`src/rtl/seg7_pkg.sv`:
```
// Shared definitions for the 7-segment scan controller: slot states, inactive
// output levels, digit code width and a width helper.
package seg7_pkg;

  localparam int CODE_W = 4;
  localparam int MAX_DIGITS = 8;
  localparam logic [MAX_DIGITS-1:0] ANODE_OFF = '1;
  localparam logic DP_OFF = 1'b1;

  typedef enum logic {
    ST_BLANK = 1'b0,
    ST_DRIVE = 1'b1
  } slot_state_e;

  // Bits needed to hold 0..value-1; never less than one bit.
  function automatic int clog2(input int value);
    int bits;
    int rem;
    bits = 0;
    rem = value - 1;
    while (rem > 0) begin
      bits = bits + 1;
      rem = rem >> 1;
    end
    return (bits < 1) ? 1 : bits;
  endfunction

endpackage

```
`src/rtl/seg7_slot_timer.sv`:
```
// Slot sequencer: alternates DRIVE and BLANK per digit and flags frame boundaries.
// Outputs are look-ahead: idx/drive/boundary describe the slot entered at the next edge.
module seg7_slot_timer
  import seg7_pkg::*;
#(
  parameter int NUM_DIGITS   = 4,
  parameter int DRIVE_CYCLES = 50000,
  parameter int BLANK_CYCLES = 1000,
  parameter int IDX_W        = clog2(NUM_DIGITS)
) (
  input  logic             clk,
  input  logic             rst,
  input  logic             en,
  output logic [IDX_W-1:0] idx,
  output logic             drive,
  output logic             boundary
);

  localparam int MAX_CYC = (DRIVE_CYCLES > BLANK_CYCLES) ? DRIVE_CYCLES : BLANK_CYCLES;
  localparam int CNT_W   = clog2(MAX_CYC);

  slot_state_e      state, state_next;
  logic [IDX_W-1:0] idx_q;
  logic [CNT_W-1:0] cnt, cnt_next;
  logic             first, first_next;

  // The blank slot after reset or re-enable leads into digit 0 without advancing
  // the index and without counting as a frame boundary.
  always_comb begin
    state_next = state;
    idx        = idx_q;
    cnt_next   = cnt + CNT_W'(1);
    first_next = first;
    boundary   = 1'b0;
    if (!en) begin
      state_next = ST_BLANK;
      idx        = '0;
      cnt_next   = '0;
      first_next = 1'b1;
    end else begin
      case (state)
        ST_DRIVE: begin
          if (cnt == CNT_W'(DRIVE_CYCLES - 1)) begin
            state_next = ST_BLANK;
            cnt_next   = '0;
          end
        end
        default: begin
          if (cnt == CNT_W'(BLANK_CYCLES - 1)) begin
            state_next = ST_DRIVE;
            cnt_next   = '0;
            if (first) begin
              idx        = '0;
              first_next = 1'b0;
            end else if (idx_q == IDX_W'(NUM_DIGITS - 1)) begin
              idx      = '0;
              boundary = 1'b1;
            end else begin
              idx = idx_q + IDX_W'(1);
            end
          end
        end
      endcase
    end
  end

  assign drive = (state_next == ST_DRIVE);

  always_ff @(posedge clk or posedge rst) begin
    if (rst) begin
      state <= ST_BLANK;
      idx_q <= '0;
      cnt   <= '0;
      first <= 1'b1;
    end else begin
      state <= state_next;
      idx_q <= idx;
      cnt   <= cnt_next;
      first <= first_next;
    end
  end

endmodule

```
`src/rtl/seg7_scan_controller.sv`:
```
// Multiplexed scan controller for a common-anode display with tear-free updates.
// Optional leading-zero blanking is enabled by defining LZ_BLANK_EN.
module seg7_scan_controller
  import seg7_pkg::*;
#(
  parameter int NUM_DIGITS   = 4,
  parameter int DRIVE_CYCLES = 50000,
  parameter int BLANK_CYCLES = 1000
) (
  input  logic                         clk,
  input  logic                         rst,
  input  logic                         en,
  input  logic                         load,
  input  logic [CODE_W*NUM_DIGITS-1:0] value,
  input  logic [NUM_DIGITS-1:0]        dp_in,
  output logic [CODE_W-1:0]            digit_code,
  output logic [NUM_DIGITS-1:0]        an_n,
  output logic                         dp_n,
  output logic                         frame_tick,
  output logic                         pending
);

  localparam int IDX_W = clog2(NUM_DIGITS);
  localparam logic [NUM_DIGITS-1:0] ALL_OFF = ANODE_OFF[NUM_DIGITS-1:0];

  logic [IDX_W-1:0] idx;
  logic             drive;
  logic             boundary;

  seg7_slot_timer #(
    .NUM_DIGITS  (NUM_DIGITS),
    .DRIVE_CYCLES(DRIVE_CYCLES),
    .BLANK_CYCLES(BLANK_CYCLES),
    .IDX_W       (IDX_W)
  ) u_timer (
    .clk     (clk),
    .rst     (rst),
    .en      (en),
    .idx     (idx),
    .drive   (drive),
    .boundary(boundary)
  );

  logic [NUM_DIGITS-1:0][CODE_W-1:0] staging, staging_next, shadow, shadow_next;
  logic [NUM_DIGITS-1:0]             staging_dp, staging_dp_next, shadow_dp, shadow_dp_next;
  logic                              pending_next;
  logic                              lz_dark;

  // Shadow only changes at a frame boundary or while the display is disabled;
  // a load landing on that edge bypasses staging entirely.
  always_comb begin
    staging_next    = staging;
    staging_dp_next = staging_dp;
    shadow_next     = shadow;
    shadow_dp_next  = shadow_dp;
    pending_next    = pending;
    if (boundary || !en) begin
      if (load) begin
        shadow_next    = value;
        shadow_dp_next = dp_in;
      end else if (pending) begin
        shadow_next    = staging;
        shadow_dp_next = staging_dp;
      end
      pending_next = 1'b0;
    end else if (load) begin
      staging_next    = value;
      staging_dp_next = dp_in;
      pending_next    = 1'b1;
    end
  end

  always_comb begin
    lz_dark = 1'b0;
`ifdef LZ_BLANK_EN
    lz_dark = (idx != '0) && !shadow_dp_next[idx];
    for (int j = 0; j < NUM_DIGITS; j++) begin
      if (j >= int'(idx) && shadow_next[j] != '0) lz_dark = 1'b0;
    end
`endif
  end

  always_ff @(posedge clk or posedge rst) begin
    if (rst) begin
      staging    <= '0;
      staging_dp <= '0;
      shadow     <= '0;
      shadow_dp  <= '0;
      pending    <= 1'b0;
      frame_tick <= 1'b0;
      an_n       <= ALL_OFF;
      dp_n       <= DP_OFF;
      digit_code <= '0;
    end else begin
      staging    <= staging_next;
      staging_dp <= staging_dp_next;
      shadow     <= shadow_next;
      shadow_dp  <= shadow_dp_next;
      pending    <= pending_next;
      frame_tick <= boundary;
      if (drive) begin
        an_n       <= lz_dark ? ALL_OFF : ~(NUM_DIGITS'(1) << idx);
        dp_n       <= ~shadow_dp_next[idx];
        digit_code <= shadow_next[idx];
      end else begin
        an_n <= ALL_OFF;
        dp_n <= DP_OFF;
      end
    end
  end

endmodule

```
`config.mk`:
```
export PLATFORM = sky130hd
export DESIGN_NAME = seg7_scan_controller
export DESIGN_NICKNAME = d
export VERILOG_FILES = /design/src/rtl/seg7_pkg.sv /design/src/rtl/seg7_slot_timer.sv /design/src/rtl/seg7_scan_controller.sv
export SDC_FILE = /design/constraint.sdc
export NUM_CORES = 1
export LEC_CHECK = 0
export ABC_AREA = 1
export BUFFER_PORTS_ARGS = -buffer_cell sky130_fd_sc_hd__buf_2
export CAP_MARGIN = 10
export CORE_MARGIN = 2
export CORE_UTILIZATION = 53
export DETAILED_ROUTE_END_ITERATION = 7
export PLACE_DENSITY_LB_ADDON = 0.05
export SYNTH_ARGS = -nofsm -noshare
export SYNTH_HDL_FRONTEND = slang
export SYNTH_HIERARCHICAL = 1
export SYNTH_SLANG_ARGS = --single-unit
```
`constraint.sdc`:
```
create_clock -name clk -period 2.1 [get_ports clk]
set_clock_uncertainty 0.2 [all_clocks]
set_input_delay 0.105 -clock clk [delete_from_list [all_inputs] [get_ports clk]]
set_output_delay 0.105 -clock clk [all_outputs]
set_load 0.01 [all_outputs]
```
==> impl_results.html <==
<table>
<tr><th>Metric</th><th>Value</th></tr>
<tr><th colspan="2">Yosys</th></tr>
<tr><td>Async set-reset flop share out of synthesis</td><td>between 90% and 100%</td></tr>
<tr><td>Net count after synthesis</td><td>just over 500</td></tr>
<tr><td>Unique cell type count in the Yosys netlist</td><td>25</td></tr>
<tr><td>Synthesized cell area</td><td>approximately 3600 sq um</td></tr>
<tr><td>Largest area contributor in the synthesized netlist</td><td>sky130_fd_sc_hd__dfrtp_1</td></tr>
<tr><td>Number of synthesized register bits</td><td>71</td></tr>
<tr><td>Most used DFF post-synth</td><td>sky130_fd_sc_hd__dfrtp_1</td></tr>
<tr><td>Largest cells by area after synthesis</td><td>sky130_fd_sc_hd__dfrtp_1 45%, sky130_fd_sc_hd__nand2_1 16%, sky130_fd_sc_hd__inv_1 8.7%</td></tr>
<tr><td>Number of warnings printed during yosys synthesis</td><td>6</td></tr>
<tr><td>Sequential cell area fraction in the yosys report</td><td>approximately half</td></tr>
<tr><td>Mean instance size in the synthesized netlist</td><td>between 7 and 8 sq um</td></tr>
<tr><td>Instance count of the mapped netlist</td><td>approximately 490</td></tr>
<tr><td>Area share of the leading cell type in the synthesized netlist</td><td>a little under half</td></tr>
<tr><td>Post-synth EDFFs</td><td>0</td></tr>
<tr><th colspan="2">Floorplanning</th></tr>
<tr><td>Cell Rows</td><td>30</td></tr>
<tr><td>Boundary Pins</td><td>35</td></tr>
<tr><td>Horizontal extent of the die</td><td>86.5 microns</td></tr>
<tr><td>Die Span Y</td><td>86.5 microns</td></tr>
<tr><td>Effective utilization at floorplan</td><td>54.0%</td></tr>
<tr><td>Core region area</td><td>between 6000 and 7000 sq um</td></tr>
<tr><td>Die area</td><td>7480 sq um</td></tr>
<tr><th colspan="2">Detailed routing</th></tr>
<tr><td>Via count</td><td>3389</td></tr>
<tr><td>Post-detailed-route DRC marker count</td><td>0</td></tr>
<tr><td>Via-per-instance ratio</td><td>~5.0</td></tr>
<tr><td>Wire length reported by the detailed router</td><td>approximately 9100 microns</td></tr>
<tr><td>Wire length on met3</td><td>about 510 microns</td></tr>
<tr><td>1st-iter DRT viols</td><td>206</td></tr>
<tr><td>Total met2 wirelength after detailed routing</td><td>4350 microns</td></tr>
<tr><td>M1 wire length</td><td>around 4000 microns</td></tr>
<tr><td>Final antenna-violating net count</td><td>0</td></tr>
<tr><td>Top layer in use</td><td>met4</td></tr>
<tr><td>Average wire per standard cell</td><td>13.4 microns</td></tr>
<tr><td>First-pass iteration count of the detailed router</td><td>5</td></tr>
<tr><th colspan="2">Final layout</th></tr>
<tr><td>Most common cell after layout, fill and taps aside</td><td>sky130_fd_sc_hd__nand2_1</td></tr>
<tr><td>FF/Latch Area</td><td>approximately 1800 sq um</td></tr>
<tr><td>Final #Nets</td><td>about 630</td></tr>
<tr><td>Most frequent cells in the layout</td><td>143 x sky130_fd_sc_hd__nand2_1, 80 x sky130_fd_sc_hd__inv_1, 65 x sky130_fd_sc_hd__dfrtp_1</td></tr>
<tr><td>Area added between synthesis and finish</td><td>36.2%</td></tr>
<tr><td>Area taken by multi-input logic gates</td><td>between 1500 and 2000 sq um</td></tr>
<tr><td>Number of diodes added for antenna fixing</td><td>0</td></tr>
<tr><td>Fraction of layout instances using a drive strength above 1</td><td>about a quarter</td></tr>
<tr><td>Number of fill cells in the layout</td><td>around 530</td></tr>
<tr><th colspan="2">Run status</th></tr>
<tr><td>Status</td><td>complete, but fails checks</td></tr>
<tr><td>Violated checks</td><td>setup timing</td></tr>
<tr><th colspan="2">Hold path</th></tr>
<tr><td>Worst min-delay path class</td><td>input port to async pin</td></tr>
<tr><th colspan="2">CTS</th></tr>
<tr><td>CTS tree</td><td>yes</td></tr>
<tr><td>Clock edge transition at the registers on the reported setup and hold paths</td><td>approximately 0.090 ns</td></tr>
<tr><td>Maximum number of buffers from clock root to sink</td><td>2</td></tr>
<tr><td>Clock tree root driver cell</td><td>sky130_fd_sc_hd__clkbuf_8</td></tr>
<tr><td>Number of levels in the clock H-tree</td><td>3</td></tr>
<tr><td>Worst skew pair latency</td><td>~0.36 ns</td></tr>
<tr><td>Num CTS Buffers</td><td>9</td></tr>
<tr><td>Clock sink total</td><td>between 70 and 80</td></tr>
<tr><th colspan="2">Setup path</th></tr>
<tr><td>Stage delay of the slowest cell on the critical path</td><td>about 0.37 ns</td></tr>
<tr><td>Nature of the critical path endpoint</td><td>flop</td></tr>
<tr><td>Chain of cells forming the critical path</td><td>ha_2 &gt; nand4_1 &gt; nor2_1 &gt; nand2_2 &gt; buf_6 &gt; o21ai_4 &gt; buf_6 &gt; inv_2 &gt; nor2_2 &gt; buf_6 &gt; nand3_2 &gt; nand3_2 &gt; nor2_1 &gt; nor2_1</td></tr>
<tr><td>Element type at the critical path start</td><td>flop</td></tr>
<tr><td>Highest net fanout along the worst path</td><td>6</td></tr>
<tr><td>Required time reported for the critical path endpoint</td><td>2.20 ns</td></tr>
<tr><td>Cell type group with the largest total delay on the critical path</td><td>simple AND/OR/NAND/NOR gates</td></tr>
<tr><td>CP Data Arrival Time</td><td>~2.2 ns</td></tr>
<tr><td>Kind of critical path</td><td>flop to flop</td></tr>
<tr><td>Library cell contributing the largest single delay on the critical path</td><td>sky130_fd_sc_hd__dfrtp_1</td></tr>
<tr><td>Number of buffer and inverter instances along the worst setup path</td><td>4</td></tr>
<tr><th colspan="2">Power</th></tr>
<tr><td>VDD IR-drop max</td><td>441 uV</td></tr>
<tr><td>PD cells</td><td>around 670 nW/um^2</td></tr>
<tr><td>Pleak</td><td>roughly 2.6 nW</td></tr>
<tr><th colspan="2">Timing</th></tr>
<tr><td>Peak Freq</td><td>approximately 0.47 GHz</td></tr>
<tr><td>Final hold violations</td><td>0</td></tr>
<tr><td>Worst relative slew slack</td><td>48.3%</td></tr>
<tr><td>Count of final max-slew check failures</td><td>0</td></tr>
<tr><td>Post-route fraction of the period consumed by the critical path</td><td>102%</td></tr>
<tr><td>Final worst-path setup slack</td><td>-0.0376 ns</td></tr>
<tr><td>Hold_ws</td><td>about 0.24 ns</td></tr>
<tr><td>Actual transition at the worst max-transition pin</td><td>approximately 0.77 ns</td></tr>
<tr><td>Setup repair after global routing missed its margin</td><td>true</td></tr>
<tr><td>Final setup viols</td><td>5</td></tr>
<tr><td>Final min period</td><td>roughly 2.1 ns</td></tr>
<tr><td>Sum Neg Setup Slack</td><td>-0.115 ns</td></tr>
<tr><th colspan="2">Global routing</th></tr>
<tr><td>Global-route wire length before repair</td><td>between 10000 and 15000 microns</td></tr>
<tr><td>Vias in the first global route</td><td>about 3200</td></tr>
<tr><td>Total global-route track usage</td><td>25.4%</td></tr>
<tr><td>Global route overflow</td><td>0</td></tr>
<tr><td>Pin count of the biggest net entering global routing</td><td>52</td></tr>
<tr><td>Initial antenna violation count</td><td>0</td></tr>
<tr><th colspan="2">Placed design</th></tr>
<tr><td>Pre-CTS WS</td><td>-0.0487 ns</td></tr>
<tr><td>Final RePlAce weighted congestion</td><td>0.870</td></tr>
<tr><td>Count of buffers from port buffering</td><td>34</td></tr>
<tr><td>HPWL after detailed placement</td><td>around 6000 microns</td></tr>
<tr><th colspan="2">Run</th></tr>
<tr><td>Total of max-cap violations</td><td>0</td></tr>
</table>
report_power, final:
group | switching (mW) | internal (mW)
combinational | 0.288 | 0.225
sequential | 0.0497 | 1.49
clock | 0.559 | 0.707
total | 0.897 | 2.42
cell usage after synthesis (2+ instances only):
cell type	n
sky130_fd_sc_hd__nand3b_1	4
sky130_fd_sc_hd__nand2_1	152
sky130_fd_sc_hd__clkbuf_1	3
sky130_fd_sc_hd__nor2_1	59
sky130_fd_sc_hd__nand3_2	2
sky130_fd_sc_hd__xor2_1	9
sky130_fd_sc_hd__inv_2	3
sky130_fd_sc_hd__nand3_1	43
sky130_fd_sc_hd__ha_1	3
sky130_fd_sc_hd__inv_1	84
sky130_fd_sc_hd__mux2_1	2
sky130_fd_sc_hd__o21ai_1	26
sky130_fd_sc_hd__xnor2_1	2
sky130_fd_sc_hd__o22ai_1	2
sky130_fd_sc_hd__dfstp_2	6
sky130_fd_sc_hd__nand4_1	3
sky130_fd_sc_hd__nand2_2	2
sky130_fd_sc_hd__dfrtp_1	65
sky130_fd_sc_hd__buf_2	9
sky130_fd_sc_hd__a21oi_1	3
cell type report:
cell class	instances	area share (%)
multi-input cells	315	31.9
flip-flops and latches	71	36.3
clock inverters	6	1.88
clock buffers	10	2.80
repair buffers	115	18.4
well taps	80	2.04
inverters	87	6.65
routing by layer:
metal	vias to the layer above	GRT usage, %
li1	1695	-
met1	1551	33.6
met2	122	41.0
met3	21	4.76
met4	0	10.9
met5	-	0
state kept, by name, indices dropped and copies added, names as in the netlist, 2 cells and up:
signal / count
shadow: 16
staging: 16
u_timer/cnt: 16
an_n: 4
digit_code: 4
shadow_dp: 4
staging_dp: 4
u_timer/idx_q: 2
cells by family (layout without fill, tap and decap cells):
family | after synthesis | count (layout) | synth area share (%)
AND/OR/NAND/NOR | 266 | 266 | 30.4
flip-flops | 71 | 71 | 49.5
buffers and inverters | 101 | 218 | 11.1
multiplexers | 2 | 2 | 0.624
AO/OA/AOI/OAI | 33 | 33 | 4.72
adder cells (fa/ha/maj) | 3 | 3 | 1.04
XOR/XNOR | 11 | 11 | 2.67
worst register-to-register path, stage by stage, from the launching register on:
cell	delay (ns)
sky130_fd_sc_hd__dfrtp_1	0.37
sky130_fd_sc_hd__ha_2	0.19
sky130_fd_sc_hd__nand4_1	0.09
sky130_fd_sc_hd__nor2_1	0.14
sky130_fd_sc_hd__nand2_2	0.13
sky130_fd_sc_hd__buf_6	0.16
sky130_fd_sc_hd__o21ai_4	0.12
sky130_fd_sc_hd__buf_6	0.13
sky130_fd_sc_hd__inv_2	0.03
sky130_fd_sc_hd__nor2_2	0.10
sky130_fd_sc_hd__buf_6	0.15
sky130_fd_sc_hd__nand3_2	0.07
sky130_fd_sc_hd__nand3_2	0.10
sky130_fd_sc_hd__nor2_1	0.04
sky130_fd_sc_hd__nor2_1	0.07
worst paths after layout:
check,startpoint,to,slack [ns],cells after the start
max in group asynchronous,rst,u_timer/state,0.97,3
max,u_timer/cnt[1],digit_code[1],-0.04,14
min in group clk,staging[11],staging[11],0.29,2
max reg2reg,u_timer/cnt[1],digit_code[1],-0.04,14
min,rst,u_timer/idx_q[0],0.24,3
min reg2reg,staging[11],staging[11],0.29,2
through the flow:
stage | instances | power, mW | utilization (%) | cell area, sq um
3_5_place_dp | 637 | 2.00 | 62.5 | 4180
4_1_cts | 677 | 3.30 | 70.1 | 4680
5_1_grt | 684 | 3.47 | 73.5 | 4910
2_1_floorplan | 487 | 1.83 | - | 3610
6_report | 684 | 3.32 | 73.5 | 4910
3_3_place_gp | 637 | 1.99 | 62.5 | 4180
repair_timing:
| item | CTS | global route |
|---|---|---|
| hold buffers | 23 | 0 |
| cloned | 0 | 1 |
| pin swaps | 5 | 16 |
| endpoints found under the hold margin | 105 | 0 |
| gates resized for setup | 11 | 43 |
| setup buffers | 1 | 6 |
| endpoints found under the setup margin | 18 | 34 |
Note: power is estimated with default switching activity, not from simulation.
